$ cat config.mk
export PLATFORM = sky130hd
export DESIGN_NAME = ttl_reg_pipe_flat
export DESIGN_NICKNAME = d
export VERILOG_FILES = /design/src/rtl/ttl_reg_pipe_if.sv /design/src/rtl/ttl_reg_pipe.sv /design/src/flat_wrapper.sv
export SDC_FILE = /design/constraint.sdc
export NUM_CORES = 1
export LEC_CHECK = 0
export BUFFER_PORTS_ARGS = -buffer_cell sky130_fd_sc_hd__buf_2
export CAP_MARGIN = 15
export CORE_UTILIZATION = 49
export DETAILED_ROUTE_END_ITERATION = 12
export PLACE_DENSITY = 0.74
export SKIP_LAST_GASP = 1
export SYNTH_ARGS = -nofsm -noshare
export SYNTH_HDL_FRONTEND = slang
export SYNTH_SLANG_ARGS = --single-unit
export TNS_END_PERCENT = 20
$ cat constraint.sdc
create_clock -name CLK -period 1.8 [get_ports CLK]
set_input_delay 0.18 -clock CLK [delete_from_list [all_inputs] [get_ports CLK]]
set_output_delay 0.18 -clock CLK [all_outputs]
set_load 0.02 [all_outputs]
$ cat src/rtl/ttl_reg_pipe_if.sv
// ttl_reg_pipe_if: handshake bundle for ttl_reg_pipe.
// The upstream valid/ready/data, the downstream valid/ready/data and the
// occupancy count are grouped here. The pipeline itself uses the slave view.
// The producer/consumer side uses the master view.
interface ttl_reg_pipe_if #(
    parameter int WIDTH = 8,
    parameter int DEPTH = 2
);
    localparam int OCC_W = $clog2(DEPTH + 1);

    logic             IN_VALID;
    logic             IN_READY;
    logic [WIDTH-1:0] D;
    logic             OUT_VALID;
    logic             OUT_READY;
    logic [WIDTH-1:0] Q;
    logic [OCC_W-1:0] OCCUPANCY;

    modport master (
        output IN_VALID, D, OUT_READY,
        input  IN_READY, OUT_VALID, Q, OCCUPANCY
    );

    modport slave (
        input  IN_VALID, D, OUT_READY,
        output IN_READY, OUT_VALID, Q, OCCUPANCY
    );
endinterface

$ cat src/rtl/ttl_reg_pipe.sv
// ttl_reg_pipe: WIDTH-bit, DEPTH-stage register pipeline with per-stage
// valid bits, a valid/ready handshake, bubble collapsing and a synchronous
// flush (SCLR). CLR is an asynchronous, active-high clear.
//
// Optional feature macro: TTL_REG_PIPE_HOLD_LAST_EN
//   defined     - a stage that empties keeps its data, so Q shows the last
//                 delivered word while OUT_VALID=0.
//   not defined - a stage that empties reloads RESET_VALUE, so
//                 Q=RESET_VALUE whenever OUT_VALID=0.
module ttl_reg_pipe #(
    parameter int               WIDTH       = 8,
    parameter int               DEPTH       = 2,
    parameter logic [WIDTH-1:0] RESET_VALUE = '0
) (
    input  logic             CLK,
    input  logic             CLR,
    input  logic             SCLR,
    ttl_reg_pipe_if.slave    bus
);
    localparam int OCC_W = $clog2(DEPTH + 1);

    logic [WIDTH-1:0] r_data [DEPTH];
    logic [DEPTH-1:0] r_valid;
    logic [OCC_W-1:0] r_occ;

    logic [DEPTH-1:0] w_empty;     // stage i hands its word on this cycle
    logic [DEPTH-1:0] w_can_load;  // stage i is free or freeing this cycle
    logic [DEPTH-1:0] w_load;      // stage i captures a word this cycle
    logic [WIDTH-1:0] w_src [DEPTH];
    logic             w_in_ready;
    logic [OCC_W-1:0] w_occ_next;

    // Ready chain, evaluated from the output stage back towards stage 0.
    always_comb begin
        logic w_down_takes;
        // NOTE: every combinational output gets a default first so no path
        // through the block can leave it unassigned and infer a latch.
        w_empty      = '0;
        w_can_load   = '0;
        w_down_takes = bus.OUT_READY;
        for (int i = DEPTH - 1; i >= 0; i--) begin
            w_empty[i]    = r_valid[i] & w_down_takes;
            w_can_load[i] = ~r_valid[i] | w_down_takes;
            w_down_takes  = w_can_load[i];
        end
    end

    assign w_in_ready = w_can_load[0] & ~SCLR;

    // Per-stage load strobes and data sources (stage 0 takes D).
    always_comb begin
        w_load    = '0;
        w_src[0]  = bus.D;
        w_load[0] = bus.IN_VALID & w_in_ready;
        for (int i = 1; i < DEPTH; i++) begin
            w_src[i]  = r_data[i-1];
            w_load[i] = r_valid[i-1] & w_can_load[i];
        end
    end

    // Population count of the valid bits as they will be after this edge.
    always_comb begin
        w_occ_next = '0;
        for (int i = 0; i < DEPTH; i++) begin
            w_occ_next = w_occ_next + OCC_W'(w_load[i] | (r_valid[i] & ~w_empty[i]));
        end
    end

    // Stage registers: clear, flush, then per-stage load / empty / hold.
    always_ff @(posedge CLK or posedge CLR) begin
        if (CLR) begin
            // NOTE: the stage array is a bank of pipeline registers, not a
            // RAM, so resetting every entry is intended and cheap here.
            for (int i = 0; i < DEPTH; i++) begin
                r_data[i] <= RESET_VALUE;
            end
            r_valid <= '0;
            r_occ   <= '0;
        end else if (SCLR) begin
            for (int i = 0; i < DEPTH; i++) begin
                r_data[i] <= RESET_VALUE;
            end
            r_valid <= '0;
            r_occ   <= '0;
        end else begin
            // NOTE: non-blocking assignments let every stage read the
            // pre-edge value of its upstream neighbour, which is what makes
            // the stages shift together instead of rippling in one edge.
            for (int i = 0; i < DEPTH; i++) begin
                if (w_load[i]) begin
                    r_data[i]  <= w_src[i];
                    r_valid[i] <= 1'b1;
                end else if (w_empty[i]) begin
                    r_valid[i] <= 1'b0;
`ifdef TTL_REG_PIPE_HOLD_LAST_EN
                    r_data[i]  <= r_data[i];
`else
                    r_data[i]  <= RESET_VALUE;
`endif
                end
            end
            r_occ <= w_occ_next;
        end
    end

    assign bus.IN_READY  = w_in_ready;
    assign bus.OUT_VALID = r_valid[DEPTH-1];
    assign bus.Q         = r_data[DEPTH-1];
    assign bus.OCCUPANCY = r_occ;

endmodule

$ cat src/flat_wrapper.sv
// flat-port wrapper written by rule: the top's interface ports become plain ports
module ttl_reg_pipe_flat 
#(
    parameter int               WIDTH       = 8,
    parameter int               DEPTH       = 2,
    parameter logic [WIDTH-1:0] RESET_VALUE = '0
)
  (CLK, CLR, SCLR, bus_IN_VALID, bus_D, bus_OUT_READY, bus_IN_READY, bus_OUT_VALID, bus_Q, bus_OCCUPANCY);
  ttl_reg_pipe_if #(.WIDTH(WIDTH), .DEPTH(DEPTH)) bus_i ();
  input  logic CLK;
  input  logic CLR;
  input  logic SCLR;
  input wire logic [$bits(bus_i.IN_VALID)-1:0] bus_IN_VALID;
  input wire logic [$bits(bus_i.D)-1:0] bus_D;
  input wire logic [$bits(bus_i.OUT_READY)-1:0] bus_OUT_READY;
  output wire logic [$bits(bus_i.IN_READY)-1:0] bus_IN_READY;
  output wire logic [$bits(bus_i.OUT_VALID)-1:0] bus_OUT_VALID;
  output wire logic [$bits(bus_i.Q)-1:0] bus_Q;
  output wire logic [$bits(bus_i.OCCUPANCY)-1:0] bus_OCCUPANCY;
  assign bus_i.IN_VALID = bus_IN_VALID;
  assign bus_i.D = bus_D;
  assign bus_i.OUT_READY = bus_OUT_READY;
  assign bus_IN_READY = bus_i.IN_READY;
  assign bus_OUT_VALID = bus_i.OUT_VALID;
  assign bus_Q = bus_i.Q;
  assign bus_OCCUPANCY = bus_i.OCCUPANCY;
  ttl_reg_pipe #(.WIDTH(WIDTH), .DEPTH(DEPTH), .RESET_VALUE(RESET_VALUE)) u_core (.CLK(CLK), .CLR(CLR), .SCLR(SCLR), .bus(bus_i));
endmodule
Yosys cells after proc, flatten, opt, wreduce, memory -nomap -nowiden
Index checks and enable logic that the tools add are counted.
{"block": "totals", "regBits": 20, "inputBits": 13, "output_inout_bits": 12, "word_cells": 34}
{"block": "op_classes", "addsub": 1, "muxes": 11, "n_bitwise": 15, "reduce_logical": 2}
{"op": "$mux 8", "n": 4}
{"op": "$mux 16", "n": 1}
{"op": "$reduce_bool 3->1", "n": 2}
{"op": "$and 1x1->1", "n": 4}
{"op": "$and 1x2->2", "n": 2}
{"op": "$mux 1", "n": 4}
{"op": "$mux 2", "n": 2}
{"op": "$not 1->2", "n": 2}
{"op": "$or 1x2->2", "n": 2}
{"op": "$not 1->1", "n": 3}
{"op": "$add 2x2->2", "n": 1}
{"op": "$or 1x1->1", "n": 2}

Longest topological paths before layout
Gate-level depths: netlist of the first run.
{"block": "logic_depth", "depth_word": 8, "depth_mapped": 6, "ltp_nobuf": 5}

Worst setup path before layout of the first run
Ideal clock, no wire load.
{"block": "synth_timing", "path_type": "reg-to-reg", "start": "reg u_core.r_valid[1]", "end": "reg u_core.r_occ[0], in the netlist u_core.bus.OCCUPANCY[0]", "arrival_time_ns": 1.554, "required_time_ns": 1.682, "setup_slack_ns": 0.128, "path_stages_with_launch": 7, "synth_period_minus_slack_ns": 1.672, "path_cell_list": "dfrtp_1 > and3b_1 > buf_6 > nor3b_4 > or2_2 > ha_1 > nor2b_1"}
{"block": "synth_between", "elab_chain_len": 8, "word_cells_on_any_way": 15, "classes_between": "add/sub (1); mux (1); bitwise (13)"}
{"item": "start: declaration", "line": "ttl_reg_pipe.sv:23", "rtl": "logic [DEPTH-1:0] r_valid;"}
{"item": "start signal: assignment", "line": "ttl_reg_pipe.sv:77", "rtl": "r_valid <= '0;"}
{"item": "start signal: assignment", "line": "ttl_reg_pipe.sv:83", "rtl": "r_valid <= '0;"}
{"item": "start signal: indexed assignment", "line": "ttl_reg_pipe.sv:92", "rtl": "r_valid[i] <= 1'b1;"}
{"item": "$not 1->1", "line": "ttl_reg_pipe.sv:43", "rtl": "w_can_load[i] = ~r_valid[i] | w_down_takes;"}
{"item": "$or 1x1->1", "line": "ttl_reg_pipe.sv:43"}
{"item": "$or 1x1->1 / $and 1x1->1 (equally long branches)", "line": "ttl_reg_pipe.sv:43, ttl_reg_pipe.sv:42, ttl_reg_pipe.sv:57"}
{"item": "$and 1x1->1 / $not 1->2 (equally long branches)", "line": "ttl_reg_pipe.sv:48, ttl_reg_pipe.sv:65"}
{"item": "$and 1x1->1 / $and 1x2->2 (equally long branches)", "line": "ttl_reg_pipe.sv:54, ttl_reg_pipe.sv:65"}
{"item": "$or 1x2->2", "line": "ttl_reg_pipe.sv:65", "rtl": "w_occ_next = w_occ_next + OCC_W'(w_load[i] | (r_valid[i] & ~w_empty[i]));"}
{"item": "$add 2x2->2 *", "line": "ttl_reg_pipe.sv:65"}
{"item": "$mux 2 *", "line": "ttl_reg_pipe.sv:79", "rtl": "end else if (SCLR) begin"}
{"item": "end signal: assignment", "line": "ttl_reg_pipe.sv:102", "rtl": "r_occ <= w_occ_next;"}
{"item": "end: declaration", "line": "ttl_reg_pipe.sv:24", "rtl": "logic [OCC_W-1:0] r_occ;"}
Mark *: on every way between the ends. The rest lies on a longest branch, timed or not.
A chain may end at the register's enable or synchronous reset.

Worst setup path in the final report of the first run
Same ends and word-level chain as after synthesis.

==> results of run 1 <==
## final cells by class
type / instances / area, µm²
Fill cell: 138 / 583
Sequential cell: 20 / 500
Timing Repair Buffer: 29 / 158
Multi-Input combinational cell: 39 / 283
Tap cell: 24 / 30.0
Clock buffer: 4 / 36.3
Inverter: 1 / 3.75
## placed cells by master, fill, tap and decap left out, drive strengths merged
cell type and count:
o21ba 1, nor3b 1, a22o 8, nand2b 2, or2 1, nor2 12, dfrtp 20, a32oi 8
mux2i 1, nor2b 3, clkbuf 4, buf 29, inv 1, and3b 1, ha 1
## worst max-delay path: cells and delay by family (launching register included)
family / cells / cell delay, ns
adders and majority gates: 1 / 0.26
DFF: 1 / 0.42
and+or+nand+nor: 4 / 0.77
## metal layers
metal / part of all wire, % / GRT usage, %
met1: 46 / 28.8
met2: 50 / 31.2
met3: 2.8 / 2.45
met4: 0.55 / 9.09
met5: 0 / 0
## path summary, 6_finish.rpt
kind | start | end | slack [ns] | cells after the start
worst max-delay path | u_core.r_valid[1] | u_core.bus.OCCUPANCY[0] | 0.25 | 5
min in group CLK | bus_D[0] | u_core.r_data[8] | 0.09 | 2
max in group asynchronous | CLR | u_core.bus.Q[4] | 1.36 | 2
worst max register to register | u_core.r_valid[1] | u_core.bus.OCCUPANCY[0] | 0.25 | 5
worst min-delay path | CLR | u_core.bus.Q[1] | -0.02 | 2
worst min register to register | u_core.r_data[11] | u_core.r_data[11] | 0.52 | 1
## state kept, by name, summed over array words and instances, names as in the netlist
signal and count:
u_core.bus.OCCUPANCY 2, u_core.bus.Q 8, u_core.r_data 8, u_core.r_valid 2
## stage by stage
step | hold slack [ns] | total power, µW | instances
floorplan | 0.144 | 555 | 73
global placement | 0.331 | 589 | 113
detailed placement | 0.340 | 592 | 113
CTS | 0.00883 | 845 | 117
global route | 0.0508 | 877 | 117
finish | -0.0216 | 840 | 117
## synthesized netlist by cell type
library cell | n | area share, %
sky130_fd_sc_hd__buf_4 | 8 | 6.8
sky130_fd_sc_hd__or2_2 | 1 | 0.71
sky130_fd_sc_hd__buf_2 | 1 | 0.57
sky130_fd_sc_hd__mux2i_1 | 1 | 1.1
sky130_fd_sc_hd__nor2_1 | 12 | 5.1
sky130_fd_sc_hd__a22o_1 | 8 | 7.9
sky130_fd_sc_hd__clkbuf_1 | 2 | 0.85
sky130_fd_sc_hd__o21ba_1 | 1 | 1.1
sky130_fd_sc_hd__dfrtp_1 | 20 | 57
sky130_fd_sc_hd__nor2b_1 | 3 | 2.1
sky130_fd_sc_hd__and3b_1 | 1 | 0.99
sky130_fd_sc_hd__ha_1 | 1 | 1.4
sky130_fd_sc_hd__nor3b_4 | 1 | 2.1
sky130_fd_sc_hd__nand2b_1 | 2 | 1.4
sky130_fd_sc_hd__inv_1 | 1 | 0.43
sky130_fd_sc_hd__a32oi_1 | 8 | 7.9
sky130_fd_sc_hd__buf_6 | 2 | 2.6
## cell families after synthesis
logic type / after synthesis / synth area share [%]
compound gates: 17 / 17.0
fa+ha+maj: 1 / 1.42
buf+inv: 14 / 11.2
flops: 20 / 56.7
mux: 1 / 1.13
simple gates: 20 / 12.5
## power groups by stage
stage	sequential [µW]	clock, µW	combinational [µW]
6_report	477	258	105
5_1_grt	481	278	118
4_1_cts	477	261	106
3_5_place_dp	486	0	106
3_3_place_gp	485	0	104
2_1_floorplan	489	0	66.1
==> results.txt, run 1 <==
The via count of the first global-routing pass is 623. The cell sitting at the root of the clock tree is a sky130_fd_sc_hd__clkbuf_4. The number of flip-flops and latches in the synthesized netlist came out at 20. The horizontal die dimension came out at 44.4 µm. Routability-driven placement finished with a final weighted congestion of 0.702. The layout net count came out at 108. The relative max-transition margin came out at 51.6%.

The fraction of power consumed by sequential logic is 56.8%. For this run, design rule violations remaining after detail routing come to 0. Cells fill 63.4% of the core in the end. The detailed-route wire length per cell came out at 14.0 µm. The type of the worst setup path is reg -> reg. The number of failing hold endpoints at the final stage is 20. The total routing resource utilization after global routing came out at 20.2%. The final critical-path share of the clock period is 85.9%. Among all stages on the critical path, the largest delay is contributed by sky130_fd_sc_hd__dfrtp_1. The number of top-level design ports is 25. The number of buffers inserted by post-CTS setup repair came out at 0. Setup total negative slack on the finished layout was measured at 0 ns. The count of routing violations after the opening detailed-route iteration is 3. The highest net fanout along the worst path is 5.

The signal on the critical path passes through and3b_1 -> nor3b_4 -> or2_2 -> ha_1 -> nor2b_1. The final critical-path setup slack is 0.254 ns. The Yosys warning count is 0.

STA classifies the critical path startpoint as a flip-flop. The required arrival time at the worst endpoint is 2.00 ns. The total number of clock tree sinks is 20. The flow ran to the end, but the final reports show violations.

The die is 44.4 µm tall. The post-synthesis average cell area is 12.1 µm². The area inside the core boundary is 1590 µm². The final non-filler cell area is 1010 µm².

OpenSTA, run right after detailed placement, puts the worst setup slack at 0.252 ns. Setup repair after global routing left no endpoint under its margin. The number of I/O port buffers came out at 24.

TritonCTS built the clock tree. The count of final max-slew check failures is 0. The power per unit of standard cell area came out at 831 nW/µm². The total number of vias came out at 623.

Across all hold checks on the routed design, the worst slack comes to -0.0216 ns. Global routing finished with a remaining overflow of 0. The setup skew after layout is 0.00873 ns. In this run, CTS created clock tree buffers numbering 3.

The post-synthesis net count came out at 87. For this run, the slowest stage of the critical path takes 0.42 ns. The total wirelength of the detailed-routed design is 1640 µm. The iteration count of the initial detailed-routing pass is 4.

The initial antenna violation count is 0. The clock-pin slew on the worst setup and hold paths came out at 0.12 ns. In this run, post-CTS repair resized a total of 0 instances.

The average vias per placed instance is 5.32. The area growth from synthesis to final layout is 14.6%. Per report_power, the combinational group accounts for 12.6% of the total. After clock tree synthesis, the flow added hold-fix buffers numbering 0. The final reports fail on hold timing. The final setup violation count came out at 0.

The maximum achievable frequency came out at 647 MHz. The largest net degree at the start of global routing is 21. The static leakage is 0.000543 µW. Of the cells placed in the final design, the portion with a size suffix greater than 1 is 37.6%. The count of maximum capacitance violations is 0. Synthesis handed over a netlist of 73 instances. The CTS H-tree depth came out at 1. The share of the Yosys chip area taken by registers is 56.7%. After layout, the minimum clock period comes to 1.55 ns. The net switching power is 205 µW. The worst IR drop on VDD is 0.468 mV. The standard cell area after detailed placement came out at 975 µm². The floorplan step defined a die boundary enclosing 1970 µm². The remaining number of nets flagged by the antenna check after routing is 0. The effective utilization at floorplan is 55.3%. The internal power consumption is 636 µW. The standard-cell row count came out at 14. The netlist uses 17 different library cells. The post-synthesis cell area is 882 µm². In this run the worst hold path is classified as in -> async. The wire length of the first global-routing pass came out at 2840 µm. The element type at the critical path end is a flip-flop. The worst endpoint data arrival time is 1.74 ns. The half-perimeter wire length of the detailed placement result is 1110 µm. The clock latency on the worst-skew pair is 0.30 ns. The clock network accounts for 30.7% of the total power.

Net switching is 24.4% of the power. Counting along the longest clock path gives a buffer depth of 2. At the pin with the least slew margin, the transition time is 0.726 ns.

The antenna diode count is 0.
Power figures use the tool's default switching activity.
==> inputs of run 2 (changes only) <==
--- a/config.mk
+++ b/config.mk
@@ -5,11 +5,12 @@
 export SDC_FILE = /design/constraint.sdc
 export NUM_CORES = 1
 export LEC_CHECK = 0
+export ABC_AREA = 1
 export BUFFER_PORTS_ARGS = -buffer_cell sky130_fd_sc_hd__buf_2
 export CAP_MARGIN = 15
-export CORE_UTILIZATION = 49
+export CORE_UTILIZATION = 50
 export DETAILED_ROUTE_END_ITERATION = 12
-export PLACE_DENSITY = 0.74
+export PLACE_DENSITY = 0.75
 export SKIP_LAST_GASP = 1
 export SYNTH_ARGS = -nofsm -noshare
 export SYNTH_HDL_FRONTEND = slang
==> run 2 against run 1 <==
  * Die area up 2.2%
  * The flow now finishes without violations
  * Worst setup slack better by 0.016 ns
  * Critical path type is now reg -> out
  * Global-route usage down 2.4 points
  * Routed wire length down 10%
  * Hold slack better by 0.12 ns
  * Cell count up 23%
  * Flip-flop and latch count unchanged
==> results.txt, run 2 <==
The worst IR drop on VDD came out at 0.524 mV. The minimum period implied by the final worst setup slack is 1.53 ns. The clock network power share came out at 38.1%. The cell area that synthesis handed to floorplanning was 921 µm².

Setup repair after global routing left no endpoint under its margin. The path with the worst hold slack has its endpoint at u_core.r_data[9]. STA puts the critical path data required time at 1.62 ns. The number of failing hold endpoints at the final stage was 0. In this run the worst hold path is classified as in -> reg.

Summing the areas of all fa, ha and maj instances in the mapped netlist gives 1.36% of the synthesized area. The wire length of the first global-routing pass is 2560 µm. The die footprint came out at 2020 µm². Clock tree synthesis selected as its root buffer the cell sky130_fd_sc_hd__clkbuf_4. Leaving out fill and tap cells, the most frequent cells in the layout are 29 x sky130_fd_sc_hd__nand2_1, 25 x sky130_fd_sc_hd__nand3_1, 24 x sky130_fd_sc_hd__buf_2, 20 x sky130_fd_sc_hd__dfrtp_1, 5 x sky130_fd_sc_hd__inv_1. The flow ran to the end, and the final reports show no timing, DRC or antenna violations. In the post-synthesis netlist, the biggest area contributors are sky130_fd_sc_hd__dfrtp_1 54%, sky130_fd_sc_hd__nand3_1 14%, sky130_fd_sc_hd__nand2_1 12%. The number of design rule violations left after detail routing is 0.

In this run the number of H-tree levels came out at 1. The number of flip-flops and latches in the synthesized netlist is 20. The remaining number of nets flagged by the antenna check after routing is 0. The worst setup path is captured at an output port. The clock-pin slew on the worst setup and hold paths is 0.12 ns. The relative max-transition margin came out at 52.6%. The critical path goes through nand3_1 -> nand2_1 -> inv_2 -> buf_2.

TritonCTS built the clock tree. The worst slack after detailed placement came out at 0.482 ns. Summing all placed instances gives a cell area of 996 µm².

The die extent in y is 44.9 µm. The actual slew at the worst max-slew pin is 0.710 ns. The area fraction of the dominant cell type after synthesis is 54.3%. The most used flip-flop cell after synthesis is sky130_fd_sc_hd__dfrtp_1. By area, the combinational part of the netlist is dominated by simple AND/OR/NAND/NOR gates. For this run, the number of Yosys warnings is 0. Yosys mapped a number of flops with a built-in enable equal to 0.

The number of unique standard cell types used by synthesis came out at 16. Of the total power, the share spent switching nets is 23.0%. The total routing resource utilization after global routing is 17.8%.

The largest net degree at the start of global routing is 21. In the finished design, the share of the clock period the worst path needs comes to 85.0%. The via count of the first global-routing pass was 588. The combinational group share of total power is 11.1%. The number of antenna diodes in the final layout is 0. The summed negative setup slack over all endpoints came out at 0 ns.

The most frequently used cell type in the post-synthesis netlist is sky130_fd_sc_hd__nand2_1. Once routing completed, OpenROAD measured the worst setup slack at 0.270 ns. The sequential cell area fraction in the yosys report came out at 54.3%. In this run the critical register-to-register path is launched from u_core.r_valid[0]. The post-synthesis net count came out at 114. Summing the areas of all compound-gate instances in the mapped netlist gives 3.13% of the synthesized area. The cell count after synthesis is 100.

The simple-gate area share of the yosys netlist came out at 30.0%. The pre-antenna-repair detailed-routing pass consisted of 4 iterations. Counting along the longest clock path gives a buffer depth of 2. The number of clock buffers inserted by TritonCTS is 3. The half-perimeter wire length of the detailed placement result came out at 1110 µm. The finished cells cover 1060 µm².

The layout filler cell count came out at 176. The portion of netlist area occupied by mux cells came out at 0%. After global routing the overflow that remains totals 0. The initial antenna violation count came out at 0. The number of stages on the worst hold path came out at 3. From synthesis to final layout, the design area changed by 14.9%.

In this design, the stage delay of the slowest critical-path cell is 0.45 ns. Across the run, the number of max-cap violations was 0. The area inside the core boundary came out at 1730 µm². The total number of clock tree sinks came out at 20. The effective utilization at floorplan came out at 53.3%. The static leakage came out at 0.000618 µW. The standard-cell row count came out at 15. For flop-to-flop paths, the worst setup slack is 0.46 ns. The share of layout cells above drive strength 1 came out at 28.6%. The number of top-level design ports is 25.

The total number of vias is 685. For this run, asynchronously set or reset flops after synthesis account for 100%. The count of final max-slew check failures is 0. For this block, the initial DRC count from the detailed router was 9. The highest net fanout along the worst path came out at 9.

The horizontal die dimension is 44.9 µm. After synthesis, the most frequently instantiated cells are 29 x sky130_fd_sc_hd__nand2_1, 25 x sky130_fd_sc_hd__nand3_1, 20 x sky130_fd_sc_hd__dfrtp_1. The layout net count is 134. The worst reg-to-reg path cell count is 6. The total wirelength of the detailed-routed design came out at 1470 µm. The power per unit of standard cell area came out at 897 nW/µm². The final setup violation count came out at 0. The count of buffers added on input and output ports is 24. The net switching power came out at 218 µW.

After detailed routing, the average wire length per cell comes to 10.2 µm. Dividing the detail-routed via count by the number of cells gives 4.76. The final weighted congestion of routability-driven global placement is 0.792. The total instance count after detailed placement is 139.

The later pin in the worst-skew pair is clocked with a latency of 0.30 ns. The fraction of power consumed by sequential logic is 50.8%. The library cell used most frequently in the layout, excluding fill and tap cells, is sky130_fd_sc_hd__nand2_1.

The post-synthesis average cell area is 9.21 µm². The critical path is of the reg -> out type. Across the routed clock network, the largest skew measured is 0.00475 ns. The fraction of synthesized cell area in xor and xnor cells came out at 0%. After the flow finishes, the layout carries non-filler instances totaling 144. The internal power consumption came out at 731 µW.

STA classifies the critical path startpoint as a flip-flop. The critical path's slowest cell is sky130_fd_sc_hd__dfrtp_1. The maximum achievable frequency is 653 MHz. The endpoint of the most critical register-to-register path is u_core.bus.OCCUPANCY[0]. The largest area contributor in the synthesized netlist is sky130_fd_sc_hd__dfrtp_1.

The worst endpoint data arrival time came out at 1.35 ns. The startpoint identified for the worst hold timing path is bus_D[1].
run 2: cell count changes after synthesis, moves of 2 or more:
cell / delta
sky130_fd_sc_hd__a22o_1: -8
sky130_fd_sc_hd__a32oi_1: -8
sky130_fd_sc_hd__clkbuf_1: -2
sky130_fd_sc_hd__inv_1: +4
sky130_fd_sc_hd__inv_2: +2
sky130_fd_sc_hd__nand2_1: +29
sky130_fd_sc_hd__nand2b_1: -2
sky130_fd_sc_hd__nand3_1: +25
sky130_fd_sc_hd__nor2_1: -10
sky130_fd_sc_hd__nor2b_1: -3
run 2: repair_timing:
| action | CTS | global route |
|---|---|---|
| resized for setup | 0 | 0 |
| hold buffers | 1 | 0 |
| setup buffers | 0 | 0 |
| endpoints found under the hold margin | 12 | 0 |
run 2: power groups by stage:
stage               logic, µW  registers, µW  clock network [µW]
floorplan                73.1            494                   0
global placement          102            491                   0
detailed placement        105            491                   0
CTS                       107            482                 370
global route              119            485                 388
finish                    105            482                 362
run 2: cell families (layout without fill, tap and decap cells):
| kind of cell | count (synthesis) | in the layout |
|---|---|---|
| buffers and inverters | 17 | 36 |
| AOI/OAI and AO/OA | 3 | 3 |
| adders and majority gates | 1 | 1 |
| DFF | 20 | 20 |
| and+or+nand+nor | 59 | 59 |
run 2: cell type report:
type                       count  area (µm²)  area share (%)
clock buffer                   3        22.5            2.13
clock inverter                 1        30.0            2.84
inverter                       7        26.3            2.48
multi-input combinational     63         318            30.0
sequential                    20         500            47.3
tap                           25        31.3            2.96
timing repair buffer          25         130            12.3
run 2: through the flow:
stage	power, µW	utilization [%]	hold WS [ns]
detailed placement	596	57.7	0.332
CTS	959	61.3	0.0967
floorplan	567	-	0.144
finish	949	61.3	0.103
global placement	593	57.7	0.327
global route	993	61.3	0.0914
run 2: layer usage:
metal / part of all wire, % / routed length (µm) / up-vias / track usage (%)
li1: - / - / 359 / -
met1: 48 / 711 / 304 / 26.0
met2: 46 / 684 / 20 / 25.9
met3: 4.3 / 63 / 2 / 3.60
met4: 0.68 / 10 / 0 / 7.27
met5: 0 / 0 / - / 0
run 2: worst max path at each step:
stage	startpoint	endpoint
finish	u_core.r_valid[0]	bus_IN_READY
global route	u_core.r_valid[0]	bus_IN_READY
CTS	u_core.r_valid[0]	bus_IN_READY
detailed placement	u_core.r_valid[0]	u_core.bus.OCCUPANCY[0]
global placement	u_core.r_valid[0]	u_core.bus.OCCUPANCY[0]
floorplan	u_core.r_valid[1]	u_core.bus.OCCUPANCY[0]
run 2: worst max-delay path: cells and delay by family (launching register included):
| kind | cells | cell delay [ns] |
|---|---|---|
| buffers and inverters | 2 | 0.32 |
| AND/OR/NAND/NOR | 2 | 0.29 |
| flip-flops | 1 | 0.45 |
==> inputs of run 3 (changes only) <==
--- a/config.mk
+++ b/config.mk
@@ -10,7 +10,7 @@
 export CAP_MARGIN = 15
 export CORE_UTILIZATION = 50
 export DETAILED_ROUTE_END_ITERATION = 12
-export PLACE_DENSITY = 0.75
+export PLACE_DENSITY_LB_ADDON = 0.2
 export SKIP_LAST_GASP = 1
 export SYNTH_ARGS = -nofsm -noshare
 export SYNTH_HDL_FRONTEND = slang
==> run 3 against run 2 <==
  * Die area unchanged
  * Routed wire length increased by 4.1%
  * First-iteration DRC count unchanged
  * Non-clock buffer count decreased by 1
  * Clock power decreased by 30%
  * The flow now finishes with violations (hold timing)
  * Largest cell class unchanged
  * Critical path depth unchanged
  * Register-to-register slack about the same
==> results.txt, run 3 (synthesized netlist as in run 2, its figures left out) <==
The flow ran to the end, but the final reports show violations. The final reports fail on hold timing. The first global-routing pass estimated 2650 µm of wire. Before CTS, the worst setup slack after placement is 0.473 ns. The layout net count came out at 133. The static leakage is 0.000607 µW.

The initial antenna violation count is 0. For this run the aggregate overflow at the end of global routing stands at 0. The summed negative setup slack over all endpoints came out at 0 ns. The worst min-delay path category is in -> async.

The number of I/O port buffers came out at 24. Counting every sink on the clock net gives 20. The first TritonRoute pass finished after 4 iterations. The count of final max-slew check failures is 0.

The count of routing violations after the opening detailed-route iteration is 9. The total number of vias is 694. The count of nets left with antenna violations once routing finished came out at 0.

For flop-to-flop paths, the worst setup slack is 0.47 ns. The post-cts resize count came out at 0. Detailed placement ended at an HPWL of 1100 µm. The root buffer cell is sky130_fd_sc_hd__clkbuf_4. The count of maximum capacitance violations is 0. The number of setup buffers added after CTS is 0. The final critical-path share of the clock period came out at 85.4%. The number of failing hold endpoints at the final stage is 20.

Global routing used 18.1% of the available tracks. The die extent in y is 44.9 µm. The worst setup path is launched from a flip-flop. Across all hold checks on the routed design, the worst slack comes to -0.0169 ns. The clock latency on the worst-skew pair came out at 0.30 ns.

In this run the worst path has a maximum fanout of 9. The repair_antennas step left the layout with diodes totalling 0. The required arrival time at the worst endpoint is 1.62 ns.

The detailed-route wire length per cell is 10.7 µm. The number of design rule violations left after detail routing is 0. The element type at the critical path end is an output port. The number of top-level design ports came out at 25.

The library cell used most frequently in the layout, excluding fill and tap cells, is sky130_fd_sc_hd__nand2_1. The clock passes through at most 2 buffers. The standard cell area after detailed placement is 996 µm². IR analysis of the VDD net gives a maximum drop of 0.442 mV. The critical path in this run is classified as reg -> out.

The final critical-path setup slack is 0.263 ns. The effective utilization at floorplan came out at 53.3%. The actual slew at the worst max-slew pin came out at 0.726 ns. The via count of the first global-routing pass is 616. The overall power after layout is 841 µW.

The relative max-transition margin is 51.6%. After floorplanning, the core was sized to cover 1730 µm². The final layout contains routed wiring with a total length of 1530 µm. Setup repair after global routing left no endpoint under its margin. The maximum achievable frequency is 651 MHz. The clock period could shrink to 1.54 ns.

The clock-pin slew on the worst setup and hold paths is 0.11 ns. The horizontal die dimension is 44.9 µm. The final non-filler cell area came out at 1030 µm².

The setup skew after layout came out at 0.00580 ns. Setup violations remaining at the end of the flow were counted as 0. After detailed routing, the number of vias per cell comes to 4.85. The power per unit of standard cell area is 815 nW/µm². The worst reg-to-reg path cell count came out at 6. In the final layout, the share of cells above drive strength 1 is 28.8%. The CTS H-tree depth is 1. The die footprint is 2020 µm². The post-cts hold buffer count came out at 0. The largest net degree at the start of global routing is 21. The area growth from synthesis to final layout is 12.1%.

The standard-cell row count is 15. The final weighted congestion of routability-driven global placement came out at 0.765. Leaving out fill and tap cells, the most frequent cells in the layout are 29 x sky130_fd_sc_hd__nand2_1, 25 x sky130_fd_sc_hd__nand3_1, 24 x sky130_fd_sc_hd__buf_2, 20 x sky130_fd_sc_hd__dfrtp_1, 5 x sky130_fd_sc_hd__inv_1. The number of clock buffers inserted by TritonCTS came out at 3. Data on the critical path arrives at its endpoint at 1.36 ns. TritonCTS built the clock tree.
[run 3: area by class of cell]
cell class	instances	area [µm²]
fill	175	694
multi-input combinational	63	318
timing repair buffer	24	120
clock buffer	4	36.3
sequential	20	500
inverter	7	26.3
tap	25	31.3
[run 3: layer usage]
metal | part of all wire, % | global-route usage [%]
met2 | 43 | 27.1
met4 | 1.4 | 7.27
met1 | 50 | 25.9
met5 | 0 | 0
met3 | 5.6 | 3.60
[run 3: report_power, final]
group / leakage (µW) / internal (µW) / switching [µW]
registers: 0.000271 / 470 / 12.2
clock network: 0.0000210 / 123 / 132
logic: 0.000316 / 34.3 / 69.5
total: 0.000607 / 628 / 214
[run 3: critical path, stage by stage, from the launching register on]
cell	delay, ns
sky130_fd_sc_hd__dfrtp_1	0.44
sky130_fd_sc_hd__nand3_1	0.20
sky130_fd_sc_hd__nand2_1	0.09
sky130_fd_sc_hd__inv_2	0.14
sky130_fd_sc_hd__buf_2	0.19
[run 3: worst paths after layout]
path,to,from
worst max register to register,u_core.bus.OCCUPANCY[0],u_core.r_valid[0]
worst max-delay path,bus_IN_READY,u_core.r_valid[0]
min in group CLK,u_core.r_data[11],bus_D[3]
worst min-delay path,u_core.bus.Q[4],CLR
worst min register to register,u_core.bus.Q[2],u_core.r_data[10]
max in group asynchronous,u_core.r_data[13],CLR
[run 3: stage by stage]
step | hold WS, ns | utilization [%] | std cells
after CTS | 0.00510 | 59.8 | 143
after global routing | 0.0494 | 59.8 | 143
final | -0.0169 | 59.8 | 143
after global placement | 0.335 | 57.7 | 139
after floorplan | 0.144 | - | 100
after detailed placement | 0.327 | 57.7 | 139
